### src/rtl/decoder_2to4_strobe.sv
// Buffers 2-bit codes in a small FIFO and replays each one as a one-hot strobe of HOLD cycles, followed by GAP idle cycles.
// Optional sticky overflow flag for dropped pushes when DEC_OVERFLOW_FLAG_EN is defined.
module decoder_2to4_strobe #(
  parameter int unsigned DEPTH = 4,
  parameter int unsigned HOLD  = 2,
  parameter int unsigned GAP   = 1
) (
  input  logic                     clk,
  input  logic                     rst,
  input  logic [1:0]               in,
  input  logic                     in_valid,
  output logic                     in_ready,
  output logic [3:0]               out,
  output logic                     out_valid,
  output logic                     busy,
  output logic [$clog2(DEPTH):0]   count
`ifdef DEC_OVERFLOW_FLAG_EN
  ,
  output logic                     overflow
`endif
);

  localparam int unsigned AW   = $clog2(DEPTH);
  localparam int unsigned CNTW = AW + 1;
  localparam int unsigned TMAX = (HOLD > GAP) ? HOLD : GAP;
  localparam int unsigned TW   = (TMAX > 1) ? $clog2(TMAX) : 1;

  typedef enum logic [1:0] {
    S_IDLE  = 2'd0,
    S_DRIVE = 2'd1,
    S_GAP   = 2'd2
  } state_t;

  logic [1:0]    mem [DEPTH];
  logic [AW-1:0] wr_ptr;
  logic [AW-1:0] rd_ptr;
  state_t        state;
  state_t        state_nxt;
  logic [TW-1:0] timer;
  logic [TW-1:0] timer_nxt;
  logic [3:0]    out_nxt;
  logic          pop;
  logic          push;
  logic          has_code;

  assign in_ready = (count != CNTW'(DEPTH));
  assign push     = in_valid && in_ready;
  assign has_code = (count != '0);
  assign busy     = (state != S_IDLE) || has_code;

  // Strobe sequencer: decides pops, the next strobe value and the dwell timer.
  always_comb begin
    state_nxt = state;
    timer_nxt = timer;
    out_nxt   = out;
    pop       = 1'b0;
    unique case (state)
      S_IDLE: begin
        if (has_code) begin
          pop       = 1'b1;
          out_nxt   = 4'(1) << mem[rd_ptr];
          timer_nxt = TW'(HOLD - 1);
          state_nxt = S_DRIVE;
        end
      end
      S_DRIVE: begin
        if (timer != '0) begin
          timer_nxt = timer - TW'(1);
        end else if (GAP != 0) begin
          out_nxt   = 4'b0000;
          timer_nxt = TW'(GAP - 1);
          state_nxt = S_GAP;
        end else if (has_code) begin
          // No gap configured: chain the next strobe with no zero cycle.
          pop       = 1'b1;
          out_nxt   = 4'(1) << mem[rd_ptr];
          timer_nxt = TW'(HOLD - 1);
        end else begin
          out_nxt   = 4'b0000;
          state_nxt = S_IDLE;
        end
      end
      S_GAP: begin
        if (timer != '0) begin
          timer_nxt = timer - TW'(1);
        end else if (has_code) begin
          pop       = 1'b1;
          out_nxt   = 4'(1) << mem[rd_ptr];
          timer_nxt = TW'(HOLD - 1);
          state_nxt = S_DRIVE;
        end else begin
          state_nxt = S_IDLE;
        end
      end
      default: state_nxt = S_IDLE;
    endcase
  end

  // State, strobe output and FIFO bookkeeping.
  always_ff @(posedge clk) begin
    if (rst) begin
      state     <= S_IDLE;
      timer     <= '0;
      out       <= 4'b0000;
      out_valid <= 1'b0;
      count     <= '0;
      wr_ptr    <= '0;
      rd_ptr    <= '0;
    end else begin
      state     <= state_nxt;
      timer     <= timer_nxt;
      out       <= out_nxt;
      out_valid <= (out_nxt != 4'b0000);
      if (push) wr_ptr <= wr_ptr + AW'(1);
      if (pop)  rd_ptr <= rd_ptr + AW'(1);
      unique case ({push, pop})
        2'b10:   count <= count + CNTW'(1);
        2'b01:   count <= count - CNTW'(1);
        default: count <= count;
      endcase
    end
  end

  // Storage carries no reset; occupancy is tracked by count alone.
  always_ff @(posedge clk) begin
    if (push) mem[wr_ptr] <= in;
  end

`ifdef DEC_OVERFLOW_FLAG_EN
  always_ff @(posedge clk) begin
    if (rst) begin
      overflow <= 1'b0;
    end else if (in_valid && !in_ready) begin
      overflow <= 1'b1;
    end
  end
`endif

endmodule

### config.mk
export PLATFORM = sky130hd
export DESIGN_NAME = decoder_2to4_strobe
export DESIGN_NICKNAME = d
export VERILOG_FILES = /design/src/rtl/decoder_2to4_strobe.sv
export SDC_FILE = /design/constraint.sdc
export NUM_CORES = 1
export LEC_CHECK = 0
export ABC_AREA = 1
export CAP_MARGIN = 20
export CORE_ASPECT_RATIO = 1.2
export CORE_MARGIN = 2
export CORE_UTILIZATION = 40
export DETAILED_ROUTE_END_ITERATION = 10
export PLACE_DENSITY = 0.65
export SYNTH_ARGS = -nofsm -noshare
export SYNTH_HDL_FRONTEND = slang
export SYNTH_SLANG_ARGS = --single-unit
### constraint.sdc
create_clock -name clk -period 2.15 [get_ports clk]
set_input_delay 0.43 -clock clk [delete_from_list [all_inputs] [get_ports clk]]
set_output_delay 0.43 -clock clk [all_outputs]
set_load 0.01 [all_outputs]
==> results of run 1 <==
path summary, 6_finish.rpt:
check	startpoint	endpoint	slack [ns]	cells past startpoint
worst max-delay path	count[1]$_SDFFE_PP0P_	count[2]$_SDFFE_PP0P_	0.22	11
worst min-delay path	count[0]$_SDFFE_PP0P_	count[0]$_SDFFE_PP0P_	0.51	2
worst min register to register	count[0]$_SDFFE_PP0P_	count[0]$_SDFFE_PP0P_	0.51	2
worst max register to register	count[1]$_SDFFE_PP0P_	count[2]$_SDFFE_PP0P_	0.22	11
sequential cells by signal (all words and copies together), names as in the netlist, named ones only:
| register | flops |
|---|---|
| count | 3 |
| state | 2 |
| out_valid | 1 |
| out | 4 |
| rd_ptr | 2 |
| timer | 1 |
| mem | 8 |
| wr_ptr | 2 |
logic make-up (layout without fill, tap and decap cells):
logic type | Yosys count | count (layout) | share of synthesized area (%)
buffers and inverters | 20 | 39 | 7.21
flip-flops | 25 | 25 | 50.7
AND/OR/NAND/NOR | 66 | 66 | 27.4
adder cells (fa/ha/maj) | 6 | 6 | 7.21
AO/OA/AOI/OAI | 14 | 14 | 7.53
routing by layer:
layer / part of all wire (%) / vias up / GRT usage [%] / routed length (um)
li1: - / 459 / - / -
met4: 1.0 / 0 / 4.81 / 19
met3: 2.7 / 2 / 2.87 / 50
met5: 0 / - / 0 / 0
met1: 44 / 403 / 16.2 / 822
met2: 53 / 10 / 24.7 / 988
worst register-to-register path, delay by kind of cell, from the launching register on:
kind	cells	cell delay (ns)
buffers and inverters	3	0.25
AOI/OAI and AO/OA	4	0.52
DFF	1	0.39
adders and majority gates	2	0.53
and+or+nand+nor	2	0.22
stage by stage:
stage          std cells  utilization, %
5_1_grt              184            49.3
6_report             184            49.3
3_5_place_dp         179            48.0
4_1_cts              183            49.0
3_3_place_gp         179            48.0
2_1_floorplan        131               -
synth_stat cells:
master / n
sky130_fd_sc_hd__ha_1: 5
sky130_fd_sc_hd__edfxtp_1: 8
sky130_fd_sc_hd__buf_6: 1
sky130_fd_sc_hd__inv_2: 5
sky130_fd_sc_hd__nand3_4: 1
sky130_fd_sc_hd__nand2_2: 3
sky130_fd_sc_hd__a21oi_1: 7
sky130_fd_sc_hd__nand4_1: 1
sky130_fd_sc_hd__fa_1: 1
sky130_fd_sc_hd__a211oi_1: 2
sky130_fd_sc_hd__o21ai_1: 1
sky130_fd_sc_hd__nor3b_2: 1
sky130_fd_sc_hd__nand3_2: 1
sky130_fd_sc_hd__nand3b_1: 1
sky130_fd_sc_hd__nor3b_1: 2
sky130_fd_sc_hd__a21oi_2: 1
sky130_fd_sc_hd__nor2_1: 23
sky130_fd_sc_hd__nand3_1: 9
sky130_fd_sc_hd__o21a_1: 2
sky130_fd_sc_hd__inv_1: 14
sky130_fd_sc_hd__dfxtp_1: 17
sky130_fd_sc_hd__nor2_2: 2
sky130_fd_sc_hd__nand2_1: 22
sky130_fd_sc_hd__o21bai_1: 1
report_power, final:
group | switching, uW | internal [uW] | leakage (uW)
sequential | 85.7 | 611 | 0.000213
clock | 134 | 69.4 | 0.0000177
combinational | 470 | 376 | 0.000327
what timing repair did:
action / in CTS / in global routing
hold buffers: 0 / 0
buffers inserted: 0 / 1
setup endpoints to repair: 0 / 1
layout make-up:
class / instances / area share [%]
inverters: 19 / 5.24
clock inverters: 1 / 0.368
well taps: 34 / 3.13
clock buffers: 3 / 1.66
multi-input cells: 86 / 35.5
repair buffers: 16 / 11.4
flip-flops and latches: 25 / 42.7
==> flow_metrics.py, run 1 <==
metrics = {
    "detailed_routing": {
        "drtPass1Iterations": 4,
        "route.final.wire_length_um": 1880,
        "wl_per_cell_um": 10.2,
        "routed-via-count": 874,
        "detail_route.iter0.violations": 8,
        "vias_per_cell": 4.75,
        "residual_antenna_violating_net_count_after_detailed_routing": 0,
        "drc_errors": 0,
    },
    "clocking": {
        "cts_tree": "yes",
        "clock_tree.root_cell": "sky130_fd_sc_hd__clkbuf_4",
        "worst_skew_pair.late_latency_ns": 0.31,
        "clkTransAtPathRegs_ns": 0.13,
        "number_of_buffers_inserted_during_clock_tree_synthesis": 3,
        "cts_max_path_buffers": 2,
        "cts-resized-gates": 0,
        "clock_sinks": 25,
        "number_of_levels_the_h_tree_was_split_into": 1,
    },
    "floorplanning": {
        "core_mm2": 0.00276,
        "start_util_pct": 41.5,
        "die_area_mm2": 0.00331,
        "die_w_um": 52.9,
        "std_cell_rows": 21,
        "ios": 15,
        "die_height_um": 62.6,
    },
    "sta": {
        "min_period_over_period_pct": 89.9,
        "min_period_ns": 1.93,
        "max_freq_mhz": 518,
        "hold_viol_final": 0,
        "finalMaxSlewViolations": 0,
        "tightestPinTransition_ns": 0.608,
        "rsz0062_at_grt": "no",
        "finalClockSkew_ns": 0.00694,
        "hold_slack_ns": 0.509,
        "post-route-worst-setup-slack_ns": 0.218,
        "slew_headroom_pct": 59.3,
        "final-setup-viol-count": 0,
        "totalNegativeSetupSlack_ns": 0,
    },
    "power_and_ir_drop": {
        "p_per_area_mw_per_mm2": 1280,
        "vdd_ir_drop_max_mv": 0.650,
        "power.static_leakage_uw": 0.000558,
        "design_power_total_uw": 1750,
    },
    "layout": {
        "final_design_area_no_fill_mm2": 0.00136,
        "drive_above_1_share_pct": 13.3,
        "n_antenna_cell": 0,
        "area_occupied_by_registers_um2": 581,
        "fillCellCount": 280,
        "final_nets": 162,
        "final_common_cell": "sky130_fd_sc_hd__nor2_1",
        "multi_input_comb_area_um2": 483,
        "flow.area_growth_from_synthesis_pct": 18.7,
        "final_cell_mix": "23 x sky130_fd_sc_hd__nor2_1, 22 x sky130_fd_sc_hd__nand2_1, 17 x sky130_fd_sc_hd__dfxtp_1",
    },
    "synthesis": {
        "synth_warnings": 0,
        "yosys.area.top_type": "sky130_fd_sc_hd__dfxtp_1",
        "yosys.area.top_type_share_pct": 29.7,
        "syn_inst": 131,
        "mappedNetlistArea_mm2": 0.00115,
        "yosys_register_bits": 25,
        "synthTopCellsByArea": "sky130_fd_sc_hd__dfxtp_1 30%, sky130_fd_sc_hd__edfxtp_1 21%, sky130_fd_sc_hd__nor2_1 7.5%, sky130_fd_sc_hd__nand2_1 7.2%, sky130_fd_sc_hd__ha_1 5.5%",
        "synth_area_per_cell_um2": 8.75,
        "synth_cell_type_count": 24,
        "synth-seq-area-share_pct": 50.7,
        "synth.net_count": 142,
    },
    "worst_setup_path": {
        "critical_path_cell_by_cell": "inv_2, nand3_4, nand2_2, inv_2, ha_1, inv_1, fa_1, a21oi_1, o21ai_1, a21oi_1, o21a_1",
        "criticalPathCategory": "reg -> reg",
        "cp_max_fo": 5,
        "worst_path_largest_cell_delay_ns": 0.39,
        "worst_setup_path_start_kind": "flop",
        "crit_slowest_cell": "sky130_fd_sc_hd__dfxtp_1",
        "critical_path_arrival_ns": 2.20,
        "cp_top_family": "adder cells",
        "element_type_at_the_critical_path_end": "flop",
        "critical_path_required_ns": 2.42,
        "worstPathBufferInverterCount": 3,
    },
    "place": {
        "detailed_place_hpwl_um": 1480,
        "place.gp.congestion": 0.796,
        "port_buffers": 14,
        "dpl_worst_slack_ns": 0.0401,
        "dpl_cell_area_mm2": 0.00133,
    },
    "job": {
        "max_cap_violations": 0,
    },
    "grt": {
        "grt_pass1_wl_um": 3540,
        "via_count_of_the_first_global_routing_pass": 897,
        "initial_antenna_violation_count": 0,
        "grt.total_usage_pct": 14.0,
        "grt_max_degree": 17,
        "grt_overflow_total": 0,
    },
    "hold_path": {
        "min-delay-path-class": "reg -> reg",
    },
    "status": {
        "status": "finished clean",
    },
}
(Power assumes the default switching activity.)
==> inputs of run 2 (changes only) <==
--- a/config.mk
+++ b/config.mk
@@ -5,13 +5,12 @@
 export SDC_FILE = /design/constraint.sdc
 export NUM_CORES = 1
 export LEC_CHECK = 0
-export ABC_AREA = 1
 export CAP_MARGIN = 20
 export CORE_ASPECT_RATIO = 1.2
 export CORE_MARGIN = 2
 export CORE_UTILIZATION = 40
 export DETAILED_ROUTE_END_ITERATION = 10
-export PLACE_DENSITY = 0.65
+export PLACE_DENSITY = 0.71
 export SYNTH_ARGS = -nofsm -noshare
 export SYNTH_HDL_FRONTEND = slang
 export SYNTH_SLANG_ARGS = --single-unit
==> constraint.sdc (replaced) <==
create_clock -name clk -period 1.7 [get_ports clk]
set_input_delay 0.34 -clock clk [delete_from_list [all_inputs] [get_ports clk]]
set_output_delay 0.34 -clock clk [all_outputs]
set_load 0.01 [all_outputs]
==> run 2 against run 1 <==
Effect of this change:
- the run now ends with negative setup slack left
- sequential cell count is the same
- register-to-register slack lost 0.57 ns
- sequential share of layout area shrank 2.4 points
- power grew 42%
- synthesized area shrank 5.1%
- critical endpoint unchanged
==> flow_metrics.py, run 2 <==
metrics = {
    "status": {
        "status": "finished, violations left",
        "failed_checks": "negative setup slack",
    },
    "synthesis": {
        "synth_top_family_by_area": "simple AND/OR/NAND/NOR gates",
        "synth_warnings": 0,
        "post_synth_xor_area_fraction_pct": 4.03,
        "synth.net_count": 107,
        "synth.top_cells.by_count": "17 x sky130_fd_sc_hd__dfxtp_1, 12 x sky130_fd_sc_hd__nor2_1, 8 x sky130_fd_sc_hd__edfxtp_1, 7 x sky130_fd_sc_hd__inv_1, 6 x sky130_fd_sc_hd__a21oi_1",
        "share_of_synthesized_flip_flops_with_an_asynchronous_set_or_reset_pct": 0,
        "most_frequently_used_flop_master_after_synthesis": "sky130_fd_sc_hd__dfxtp_1",
        "synth-seq-area-share_pct": 53.4,
        "synthTopCellsByArea": "sky130_fd_sc_hd__dfxtp_1 31%, sky130_fd_sc_hd__edfxtp_1 22%, sky130_fd_sc_hd__ha_1 5.8%, sky130_fd_sc_hd__nor2_1 4.1%, sky130_fd_sc_hd__a21oi_1 2.8%",
        "synthSimpleGateAreaFrac_pct": 13.2,
        "synth_cell_type_count": 32,
        "synth_area_per_cell_um2": 11.3,
        "yosys.cell_count.top_type": "sky130_fd_sc_hd__dfxtp_1",
        "yosys.area.top_type_share_pct": 31.3,
        "post_synth_edffs": 8,
        "yosys.area.top_type": "sky130_fd_sc_hd__dfxtp_1",
        "synth_adder_area_share_pct": 7.59,
        "synth_mux_area_share_pct": 4.49,
        "yosys_register_bits": 25,
        "syn_inst": 96,
        "mappedNetlistArea_mm2": 0.00109,
        "synth-compound-area-share_pct": 12.7,
    },
    "power_and_ir_drop": {
        "power.static_leakage_uw": 0.000609,
        "p_per_area_mw_per_mm2": 1710,
        "vdd_ir_drop_max_mv": 0.878,
    },
    "grt": {
        "grt_overflow_total": 0,
        "grt_util_met1_pct": 14.6,
        "gr-usage-met3_pct": 2.18,
        "via_count_of_the_first_global_routing_pass": 805,
        "grt_pass1_wl_um": 3390,
        "met2_usage_pct": 28.8,
        "grt_max_degree": 16,
        "grt.total_usage_pct": 15.2,
        "initial_antenna_violation_count": 0,
        "layer_with_the_highest_usage": "met2",
    },
    "floorplanning": {
        "ios": 15,
        "core_mm2": 0.00255,
        "std_cell_rows": 20,
        "die_height_um": 61.1,
        "start_util_pct": 42.6,
        "die_w_um": 51.6,
        "die_area_mm2": 0.00315,
    },
    "detailed_routing": {
        "residual_antenna_violating_net_count_after_detailed_routing": 0,
        "routed-via-count": 811,
        "drc_errors": 0,
        "route.final.wire_length_um": 2000,
        "wl_per_cell_um": 12.4,
        "drtPass1Iterations": 5,
        "vias_per_cell": 5.04,
        "detail_route.iter0.violations": 12,
    },
    "layout": {
        "top_register": "mem",
        "final_cell_mix": "14 x sky130_fd_sc_hd__dfxtp_1, 14 x sky130_fd_sc_hd__buf_4, 11 x sky130_fd_sc_hd__nor2_1",
        "fillCellCount": 234,
        "n_antenna_cell": 0,
        "flow.area_growth_from_synthesis_pct": 33.5,
        "stdcell_count": 161,
        "drive_above_1_share_pct": 30.5,
        "multi_input_comb_area_um2": 489,
        "reg_top3": "mem (8), out (4), count (3)",
        "area_occupied_by_registers_um2": 584,
        "layout.core_utilization_pct": 56.9,
        "max_reg_flops": 8,
        "final_design_area_no_fill_mm2": 0.00145,
        "final_nets": 140,
    },
    "sta": {
        "hold_slack_ns": 0.511,
        "min_period_ns": 2.05,
        "finalMaxSlewViolations": 0,
        "max_freq_mhz": 488,
        "tightestPinTransition_ns": 0.443,
        "post-route-worst-setup-slack_ns": -0.349,
        "min_period_over_period_pct": 121,
        "rsz0062_at_grt": "yes",
        "finalClockSkew_ns": 0.0115,
        "slew_headroom_pct": 70.4,
        "hold_viol_final": 0,
        "final-setup-viol-count": 4,
    },
    "clocking": {
        "cts_max_path_buffers": 2,
        "clkTransAtPathRegs_ns": 0.14,
        "clock_sinks": 25,
        "worst_skew_pair.late_latency_ns": 0.33,
        "number_of_buffers_inserted_during_clock_tree_synthesis": 3,
        "cts_tree": "yes",
        "clock_tree.root_cell": "sky130_fd_sc_hd__clkbuf_4",
        "number_of_levels_the_h_tree_was_split_into": 1,
        "hold_buffers": 0,
    },
    "hold_path": {
        "min_path_cells": 2,
        "min_to": "wr_ptr[1]$_SDFFE_PP0P_",
        "hold_path_startpoint": "wr_ptr[1]$_SDFFE_PP0P_",
        "min-delay-path-class": "reg -> reg",
    },
    "worst_setup_path": {
        "element_type_at_the_critical_path_end": "flop",
        "r2r.worst_path.cells": 9,
        "critical_path_arrival_ns": 2.30,
        "setup.reg_to_reg.worst_slack_ns": -0.35,
        "end_of_the_worst_register_to_register_path": "count[2]$_SDFFE_PP0P_",
        "criticalPathCategory": "reg -> reg",
        "worst_setup_path_start_kind": "flop",
        "cp_max_fo": 2,
        "worstReg2RegStart": "count[1]$_SDFFE_PP0P_",
        "critical_path_required_ns": 1.96,
    },
    "place": {
        "detailed_place_hpwl_um": 1620,
        "place.gp.congestion": 0.781,
        "dpl_cell_area_mm2": 0.00139,
        "placed_cells": 156,
        "dpl_worst_slack_ns": -0.464,
        "port_buffers": 14,
    },
    "job": {
        "max_cap_violations": 0,
    },
}
## run 2: how the worst max path moves through the flow
stage                            endpoint                   from
detailed placement  count[2]$_SDFFE_PP0P_               in_valid
CTS                 count[2]$_SDFFE_PP0P_  count[1]$_SDFFE_PP0P_
global route        count[2]$_SDFFE_PP0P_  count[1]$_SDFFE_PP0P_
floorplan           count[2]$_SDFFE_PP0P_  count[2]$_SDFFE_PP0P_
global placement    count[2]$_SDFFE_PP0P_               in_valid
finish              count[2]$_SDFFE_PP0P_  count[1]$_SDFFE_PP0P_
## run 2: critical path: stages, from the launching register on
cell                      delay (ns)
sky130_fd_sc_hd__dfxtp_2        0.34
sky130_fd_sc_hd__or3b_4         0.39
sky130_fd_sc_hd__and2_4         0.16
sky130_fd_sc_hd__inv_4          0.05
sky130_fd_sc_hd__ha_4           0.12
sky130_fd_sc_hd__inv_2          0.03
sky130_fd_sc_hd__fa_2           0.32
sky130_fd_sc_hd__xor2_1         0.15
sky130_fd_sc_hd__or3_1          0.30
sky130_fd_sc_hd__a21oi_1        0.12
## run 2: layer usage
layer,routed length (um),vias up
met5,0,-
met4,85,0
met3,63,10
met2,1120,20
met1,733,379
li1,-,402
## run 2: logic make-up after synthesis
group                    count (synthesis)
adder cells (fa/ha/maj)                  6
AO/OA/AOI/OAI                           19
XOR/XNOR                                 5
flip-flops                              25
buffers and inverters                   11
AND/OR/NAND/NOR                         28
multiplexers                             2
## run 2: power breakdown
group / total (uW) / leakage, uW / internal, uW / switching [uW]
sequential: 857 / 0.000214 / 773 / 83.9
combinational: 1360 / 0.000381 / 720 / 641
clock: 269 / 0.0000139 / 90.1 / 179
## run 2: stage by stage
stage / total power (uW) / setup TNS, ns
final: 2490 / -0.918
after detailed placement: 2160 / -1.09
after global routing: 2680 / -1.18
after CTS: 2460 / -0.952
after floorplan: 1660 / -0.650
after global placement: 2100 / -0.961
## run 2: cell type report
cell class                 instances  area share [%]
sequential                        25            40.3
multi-input combinational         60            33.7
timing repair buffer              30            18.5
tap                               33            2.84
inverter                           9            2.59
clock buffer                       3            1.55
clock inverter                     1           0.517
## run 2: repair_timing
item,4_1_cts,5_1_grt
setup buffers,0,1
gates resized for setup,11,6
setup endpoints to repair,5,8
gates cloned,0,0
hold endpoints to repair,0,0
pin swaps,5,1
